==> config.mk <==
export PLATFORM = sky130hd
export DESIGN_NAME = mem_port_arbiter
export DESIGN_NICKNAME = d
export VERILOG_FILES = /design/src/rtl/mem_port_arbiter.sv
export SDC_FILE = /design/constraint.sdc
export NUM_CORES = 1
export LEC_CHECK = 0
export CORE_ASPECT_RATIO = 1.1
export CORE_MARGIN = 4
export CORE_UTILIZATION = 35
export CTS_BUF_LIST = sky130_fd_sc_hd__clkbuf_8
export CTS_CLUSTER_SIZE = 40
export DETAILED_ROUTE_END_ITERATION = 8
export PLACE_DENSITY = 0.71
export SETUP_SLACK_MARGIN = 0.3
export SLEW_MARGIN = 20
export SYNTH_ARGS = -nofsm -noshare
export SYNTH_HDL_FRONTEND = slang
export SYNTH_SLANG_ARGS = --single-unit
==> constraint.sdc <==
create_clock -name clk -period 1.91 [get_ports clk]
set_input_delay 0.382 -clock clk [delete_from_list [all_inputs] [get_ports clk]]
set_output_delay 0.382 -clock clk [all_outputs]
set_load 0.1 [all_outputs]
==> src/rtl/mem_port_arbiter.sv <==
// Two-port arbiter sharing a single-ported memory between the CPU and a loader/DMA port.
// Optional ARB_CPU_PRIORITY_EN: fixed CPU priority instead of round-robin arbitration.
module mem_port_arbiter #(
    parameter int unsigned AW  = 8,
    parameter int unsigned DW  = 32,
    parameter int unsigned LAT = 1
) (
    input  logic          clk,
    input  logic          reset,
    input  logic          cpu_req,
    input  logic          cpu_we,
    input  logic [AW-1:0] cpu_addr,
    input  logic [DW-1:0] cpu_wdata,
    output logic          cpu_ack,
    output logic [DW-1:0] cpu_rdata,
    input  logic          ldr_req,
    input  logic          ldr_we,
    input  logic [AW-1:0] ldr_addr,
    input  logic [DW-1:0] ldr_wdata,
    output logic          ldr_ack,
    output logic [DW-1:0] ldr_rdata,
    output logic          mem_en,
    output logic          mem_we,
    output logic [AW-1:0] mem_addr,
    output logic [DW-1:0] mem_wdata,
    input  logic [DW-1:0] mem_rdata,
    output logic          busy
);

    localparam int unsigned CW      = 4;
    localparam logic        OWN_CPU = 1'b0;
    localparam logic        OWN_LDR = 1'b1;

    typedef enum logic [2:0] {
        S_IDLE,
        S_ISSUE,
        S_WAIT,
        S_CAPTURE,
        S_RESP
    } state_t;

    state_t          state;
    state_t          state_n;
    logic            owner;
    logic [CW-1:0]   wait_cnt;
    logic            grant_c;
    logic            grant_ldr_c;
`ifndef ARB_CPU_PRIORITY_EN
    logic            last_grant;
`endif

    // Grant decision for the current IDLE cycle
    always_comb begin
        grant_c = cpu_req | ldr_req;
`ifdef ARB_CPU_PRIORITY_EN
        grant_ldr_c = ldr_req & ~cpu_req;
`else
        grant_ldr_c = ldr_req & (~cpu_req | (last_grant == OWN_CPU));
`endif
    end

    always_ff @(posedge clk) begin
        if (reset) begin
            state <= S_IDLE;
        end else begin
            state <= state_n;
        end
    end

    always_comb begin
        state_n = state;
        case (state)
            S_IDLE:    if (grant_c) state_n = S_ISSUE;
            S_ISSUE:   state_n = (LAT == 1) ? S_CAPTURE : S_WAIT;
            S_WAIT:    if (wait_cnt == CW'(1)) state_n = S_CAPTURE;
            S_CAPTURE: state_n = S_RESP;
            S_RESP:    state_n = S_IDLE;
            default:   state_n = S_IDLE;
        endcase
    end

    // Outputs are registered from the next state so they line up with the state they describe
    always_ff @(posedge clk) begin
        if (reset) begin
            owner      <= OWN_CPU;
`ifndef ARB_CPU_PRIORITY_EN
            last_grant <= OWN_LDR;
`endif
            wait_cnt   <= '0;
            mem_en     <= 1'b0;
            mem_we     <= 1'b0;
            mem_addr   <= '0;
            mem_wdata  <= '0;
            busy       <= 1'b0;
            cpu_ack    <= 1'b0;
            ldr_ack    <= 1'b0;
            cpu_rdata  <= '0;
            ldr_rdata  <= '0;
        end else begin
            mem_en  <= (state_n == S_ISSUE);
            busy    <= (state_n != S_IDLE);
            cpu_ack <= (state_n == S_RESP) && (owner == OWN_CPU);
            ldr_ack <= (state_n == S_RESP) && (owner == OWN_LDR);

            if ((state == S_IDLE) && grant_c) begin
                owner      <= grant_ldr_c;
`ifndef ARB_CPU_PRIORITY_EN
                last_grant <= grant_ldr_c;
`endif
                mem_we     <= grant_ldr_c ? ldr_we    : cpu_we;
                mem_addr   <= grant_ldr_c ? ldr_addr  : cpu_addr;
                mem_wdata  <= grant_ldr_c ? ldr_wdata : cpu_wdata;
            end

            if (state == S_ISSUE) begin
                wait_cnt <= CW'(LAT - 1);
            end else if (state == S_WAIT) begin
                wait_cnt <= wait_cnt - CW'(1);
            end

            if (state == S_CAPTURE) begin
                if (owner == OWN_LDR) begin
                    ldr_rdata <= mem_rdata;
                end else begin
                    cpu_rdata <= mem_rdata;
                end
            end
        end
    end

endmodule
== Word-level counts from Yosys, hierarchy flattened ==
Index checks and enable logic that the tools add are counted.
Widths: inputs -> output; s select.

* Register bits after elaboration: 118

* Multiplexer cells: 6
* Bitwise gates (word level): 6
* Add/sub/neg operators: 1
* Reduce and logical (&&, ||, !) cells: 8
* Eq/ne operators: 6

{| class="wikitable"
|+ Operators with widths
! cell !! count
|-
| $mux 32 || 1
|-
| $pmux 3 s4 || 1
|-
| $mux 8 || 1
|-
| $eq 3x1->1 const B || 2
|-
| $eq 3x2->1 const B || 2
|-
| $mux 3 || 2
|-
| $eq 4x1->1 const B || 1
|-
| $reduce_and 2->1 || 2
|-
| $sub 4x1->4 const B || 1
|-
| $eq 3x3->1 const B || 1
|-
| $logic_and 1x1->1 || 3
|-
| $logic_not 3->1 || 1
|-
| $not 1->1 || 3
|-
| $reduce_bool 3->1 || 1
|-
| $or 1x1->1 || 2
|-
| $reduce_or 2->1 || 1
|-
| $and 1x1->1 || 1
|-
| $mux 1 || 1
|}

== Longest topological paths before layout ==
Gate-level depths: netlist of run 1.

* Word-level depth: 5
* Mapped depth: 6
* Gate-level depth less buffers: 5

== Worst setup path after synthesis of run 1 ==
OpenSTA, ideal clock, no wires.

* Kind: reg2reg
* Start: reg state[0]
* End: reg mem_wdata[0]
* Arrival: 1444 ps
* Cell stages (with the launch flop): 7
* Period minus slack after synthesis: 1582 ps
* Library setup time: 138 ps
* Slack: 328 ps
* Data required time: 1772 ps
* Cells stage by stage: dfxtp_1 -> buf_2 -> or4b_1 -> buf_2 -> buf_2 -> nor3_1 -> a211oi_1

* Word-level cells in the longest chain between the ends: 2

{| class="wikitable"
|+ RTL lines
! element !! line !! text
|-
| start, declared || 42 || <nowiki>state_t state;</nowiki>
|-
| start signal, assigned || 66 || <nowiki>state <= state_n;</nowiki>
|-
| $logic_not 3->1 || 105 || <nowiki>if ((state == S_IDLE) && grant_c) begin</nowiki>
|-
| $logic_and 1x1->1 || 105 ||
|-
| end signal, assigned || 112 || <nowiki>mem_wdata <= grant_ldr_c ? ldr_wdata : cpu_wdata;</nowiki>
|-
| end, declared || 25 || <nowiki>output logic [DW-1:0] mem_wdata,</nowiki>
|}

Every way passes these cells.
A chain may end at the register's enable or synchronous reset.

== Worst setup path in the final report of run 1 ==
* Start: reg wait_cnt[0]
* End: reg wait_cnt[3]

* Word-level cells in the longest chain between the ends: 1

{| class="wikitable"
|+ RTL lines
! element !! line !! text
|-
| start, declared || 45 || <nowiki>logic [CW-1:0] wait_cnt;</nowiki>
|-
| start signal, assigned || 116 || <nowiki>wait_cnt <= CW'(LAT - 1);</nowiki>
|-
| start signal, assigned || 118 || <nowiki>wait_cnt <= wait_cnt - CW'(1);</nowiki>
|-
| $sub 4x1->4 || 118 ||
|}

Every way passes these cells.

==> results.cfg, run 1 <==
[cts]
clock_sinks = 118
cts-buffers-inserted = 17
insertion_delay_ps = 440
cts_hold_buf = 0
clk_transition_reported_paths_ps = 60
cts_max_level = 4
root_buffer = clkbuf_8
clock_path_buffers = 2
cts_tree = built

[floorplan]
die_h_um = 129.5
ioPinCount = 227
core-area_um2 = 13160
rows = 44
die-area_um2 = 15340
initial_core_util = 0.3571
die_x_um = 118.5

[worst_setup_path]
critical_path_class = reg2reg
crit_fanout = 6
crit_slowest_cell = or4_1
required_ps = 2270
worstSetupStartpointType = flop
cpPeakStageDelay_ps = 540
critPathBufInv = 0
crit_family = simple AND/OR/NAND/NOR gates
crit_path_end_kind = flop
critPathArrivalTime_ps = 1970
path_cells = or4_1 > or4b_1 > a31oi_1

[finish]
fin_area_um2 = 7370
layout.nets = 910
drive_above_1_share = 0.2130
syn_to_final_growth_pct = 56.86
antenna_cells = 0

[global_routing]
grt_pass1_vias = 4818
grt_pass1_wl_um = 24420
antenna_found_initial = 0
grt_use_total = 0.1988
grt_overflow = 0
grt_max_degree = 55

[timing]
hold_violations = 0
relSlewSlack = 0.6798
rsz0062_at_grt = yes
fin_hold_ws_ps = 300.9
setup_viol = 0
finalMaxSlewViolations = 0
tightestPinTransition_ps = 480.3
period_needed_ps = 1612
finalClockSkew_ps = 11.90
setup-tns-final_ps = 0
fmax_mhz = 620.4
fin_ws_ps = 298.1
finalCritPeriodShare = 0.8439

[power_and_ir_drop]
ir_drop_v = 0.0004876
p_per_area_nw_per_um2 = 1264
p_leak_uw = 0.002801

[detailed_routing]
drcViolationCount = 0
num_vias = 4931
via_per_inst = 5.115
drt-pass1-iter-count = 5
wl_per_cell_um = 16.63
drt-initial-drc-count = 453
antenna_left = 0
drt-total-wl_um = 16030

[hold_path]
hp-class = in2reg

[synthesis]
syn_area_um2 = 4698
ys_ff_latch = 118
synth_top_cell_by_area = dfxtp_1
synth_fp_nets = 699
synthTopCellsByArea = dfxtp_1, nand2_1, nor3_1, a21oi_1, a211oi_1
synth_top_area_share = 0.5028
syn_inst = 579
synth-seq-area-share = 0.5028
ys_types = 34
yosys_warnings = 0
avgSynthCellArea_um2 = 8.114

[place]
postPlaceCellArea_um2 = 6955
gp_congestion = 0.8582
place_hpwl_um = 11220
io_buffers = 226
dpl_worst_slack_ps = -139.7

[job]
drv_cap = 0

[status]
status = complete, no violations
## timing repair
item | CTS | global route
buffers inserted | 0 | 0
gates resized for setup | 1 | 8
setup endpoints to repair | 1 | 16
gates cloned | 0 | 0
endpoints found under the hold margin | 0 | 0
## path summary, 6_finish.rpt
| kind | startpoint | end | slack [ps] | depth (start not counted) |
|---|---|---|---|---|
| max | wait_cnt[0] | wait_cnt[3] | 300 | 3 |
| min | reset | busy | 300 | 3 |
| max reg2reg | wait_cnt[0] | wait_cnt[3] | 300 | 3 |
| min reg2reg | ldr_rdata[21] | ldr_rdata[21] | 460 | 2 |
## cell usage in the layout (no fill, tap or decap), drive strengths merged, types with 3 or more instances in the layout
master         synthesis  final
a211oi                43     43
a21oi                 67     67
buf                   14    132
clkbuf                42     20
clkdlybuf4s50          0    116
clkinv                 0      6
clkinvlp               0      4
dfxtp                118    118
inv                    3      4
nand2                128    128
nand2b                41     41
nor2                   8      8
nor3                  83     83
nor4b                  3      3
o21ai                  4      4
or4b                   4      4
## stage by stage
step,utilization,std cells,power [uW]
final,0.5601,964,9316
after detailed placement,0.5286,932,7187
after floorplan,-,579,6043
after global routing,0.5601,964,9657
after CTS,0.5576,964,9356
after global placement,0.5286,932,7134
## power breakdown
part,internal (uW),switching (uW),leakage [uW]
combinational,1080,3060,0.00165
clock,1120,1030,0.000188
sequential,2810,222,0.000965
total,5010,4310,0.00280
## cell families after synthesis
family                     Yosys count  share of synthesized area
AOI/OAI and AO/OA                  119                     0.1523
xor gates and xnor gates             1                   0.001865
adders and majority gates            2                   0.005325
buffers and inverters               59                    0.05060
DFF                                118                     0.5028
and+or+nand+nor                    280                     0.2871
## worst reg2reg max path: stages (launching register included)
cell	delay [ps]
dfxtp_2	350
or4_1	540
or4b_1	490
a31oi_1	170
## per-layer routing
layer | track usage | routed length (um) | share of wire | up-vias
met5 | 0 | 0 | 0 | -
met3 | 0.04278 | 722 | 0.045 | 36
met1 | 0.2330 | 6508 | 0.41 | 2311
li1 | - | - | - | 2412
met4 | 0.1057 | 569 | 0.035 | 0
met2 | 0.3441 | 8228 | 0.51 | 172
## flip-flops by register name, indices dropped and copies added, names as in the netlist
signal,count
busy,1
cpu_ack,1
cpu_rdata,32
last_grant,1
ldr_ack,1
ldr_rdata,32
mem_addr,8
mem_en,1
mem_wdata,32
mem_we,1
owner,1
state,3
wait_cnt,4
## final cells by class
class / count / area (um2)
repair buffers: 248 / 2281
well taps: 161 / 201.4
multi-input cells: 402 / 2132
fillers: 1206 / 5788
flip-flops and latches: 118 / 2364
inverters: 3 / 11.26
clock buffers: 20 / 275.3
clock inverters: 12 / 105.1
## synth_stat cells
cell type and instances:
a211oi_1 43, a21boi_0 2, a21o_1 1, a21oi_1 67, a2bb2oi_1 1, a31oi_1 1
and2_0 1, and2_1 1, and3_1 1, and4b_1 1, buf_1 1, buf_2 13
clkbuf_1 42, dfxtp_1 118, ha_1 2, inv_1 3, nand2_1 128, nand2b_1 41
nand3_1 1, nand3b_1 1, nand4b_1 1, nand4bb_1 1, nor2_1 8, nor2b_1 1
nor3_1 83, nor3b_1 2, nor4b_1 3, nor4bb_1 1, o21ai_0 3, o21ai_1 1
or4_1 1, or4b_1 3, or4b_2 1, xnor2_1 1
No activity file was read; power rests on OpenSTA's default activity.
==> run 2, diff against run 1 <==
clock period = 1.5 ns   (was 1.91 ns; I/O delays follow)
==> run 2 against run 1 <==
Compared with the run above: the flow now finishes with violations (negative setup slack); final cell count up 7.4%; wire length up 57%; highest routed layer unchanged; sequential power grew 39%; clock skew up 3.1 ps; register-to-register slack lost 460 ps; global-route usage is 6.7 points higher; critical path depth is 3 higher; total power increased by 73%; setup slack worse by 460 ps; utilization is 30 points higher; via count up 18%.
==> results.cfg, run 2 (same netlist as run 1, synthesis figures left out) <==
[power_and_ir_drop]
p_switching_uw = 6839
switching_share = 0.4235
p_leak_uw = 0.004289
p_per_area_nw_per_um2 = 1427
clkPwrFrac = 0.226
ir_drop_v = 0.0007020
combPwrFrac = 0.514
p_int_uw = 9309
pwr-share-seq = 0.261
total_power_uw = 16150

[floorplan]
ioPinCount = 227
core-area_um2 = 13160
initial_core_util = 0.3571
die_x_um = 118.5
rows = 44
die_h_um = 129.5
die-area_um2 = 15340

[status]
status = finished, violations left
violations = negative setup slack

[detailed_routing]
drt-pass1-iter-count = 4
antenna_left = 0
num_vias = 5808
drt-initial-drc-count = 514
drt-total-wl_um = 25150
via_per_inst = 5.612
drcViolationCount = 0
wl_per_cell_um = 24.30

[worst_setup_path]
critical_path_class = in2reg
required_ps = 1850
critPathArrivalTime_ps = 2010
worstSetupStartpointType = input pin
crit_fanout = 8
crit_path_end_kind = flop

[cts]
cts_max_level = 4
insertion_delay_ps = 470
clk_transition_reported_paths_ps = 80
root_buffer = clkbuf_8
cts_tree = built
clock_path_buffers = 2
cts-buffers-inserted = 17
clock_sinks = 118

[timing]
setup_viol = 82
fin_ws_ps = -162.6
hold_violations = 0
fin_hold_ws_ps = 255.0
finalMaxSlewViolations = 0
period_needed_ps = 1663
tightestPinTransition_ps = 408.7
fmax_mhz = 601.4
finalClockSkew_ps = 14.98
rsz0062_at_grt = yes
finalCritPeriodShare = 1.108
setup-tns-final_ps = -5764
relSlewSlack = 0.7275

[finish]
stdcell_count = 1035
layout_common_cells = buf_12, clkdlybuf4s50_1, dfxtp_2
layout_commonest_cell = buf_12
top_regs = cpu_rdata (32), ldr_rdata (32), mem_wdata (32)
drive_above_1_share = 0.6327
layout.nets = 982
antenna_cells = 0
n_fill_cell = 567
fin_area_um2 = 11320
syn_to_final_growth_pct = 140.9

[place]
dp.cells = 941
place_hpwl_um = 12530
io_buffers = 226
postPlaceCellArea_um2 = 8887
gp_congestion = 0.8811

[global_routing]
antenna_found_initial = 0
grt_use_total = 0.2663
grt_overflow = 0
grt_pass1_wl_um = 31820
grt_max_degree = 37
grt_pass1_vias = 5712

[hold_path]
hp-class = in2reg

[job]
drv_cap = 0
[run 2: cell types whose count changed in the layout (fill, tap and decap cells not counted), sizes merged]
cell / delta
buf: +65
bufinv: +5
clkbuf: +5
clkinvlp: -3
clkinv: -2
bufbuf: +1
[run 2: cell type report]
type,count,area (um2),area share
Clock inverter,12,226.5,0.02001
Tap cell,161,201.4,0.01780
Multi-Input combinational cell,402,3478,0.3074
Timing Repair Buffer,320,4614,0.4078
Clock buffer,19,261.5,0.02311
Inverter,3,13.76,0.001216
Sequential cell,118,2520,0.2227
[run 2: metrics by stage]
step / worst slack (ps) / utilization
after floorplan: -33.40 / -
after global placement: -554.1 / 0.6754
after detailed placement: -588.3 / 0.6754
after CTS: -82.74 / 0.7766
after global routing: -208.5 / 0.8600
final: -162.6 / 0.8600
[run 2: power groups by stage]
| stage | sequential (uW) | clock, uW | combinational (uW) |
|---|---|---|---|
| 2_1_floorplan | 6700 | 0 | 1350 |
| 3_5_place_dp | 4150 | 0 | 6480 |
| 3_3_place_gp | 4120 | 0 | 6390 |
| 5_1_grt | 4240 | 3800 | 8490 |
| 6_report | 4210 | 3650 | 8290 |
| 4_1_cts | 4140 | 3620 | 7380 |
[run 2: worst paths after layout]
path,from,endpoint,slack [ps],depth (start not counted)
setup / recovery,cpu_req,mem_wdata[28],-160,6
hold / removal,reset,mem_wdata[20],260,3
setup reg to reg,state[1],mem_wdata[28],-160,5
hold reg to reg,cpu_rdata[30],cpu_rdata[30],470,2
[run 2: critical path, stage by stage]
cell,delay [ps]
clkdlybuf4s50_1,550
or4b_4,570
buf_6,160
buf_12,140
nor3_2,220
a211oi_2,60
[run 2: timing repair]
item | 4_1_cts | 5_1_grt
buffers inserted | 25 | 22
pin swaps | 14 | 90
cloned | 10 | 6
hold buffers | 0 | 0
gates resized for setup | 103 | 198
setup endpoints to repair | 225 | 225
[run 2: layer usage]
metal / global-route usage / vias to the layer above / share of wire
met2: 0.4679 / 337 / 0.53
met4: 0.1077 / 0 / 0.034
met1: 0.2943 / 2823 / 0.34
li1: - / 2578 / -
met3: 0.09821 / 70 / 0.088
met5: 0 / - / 0
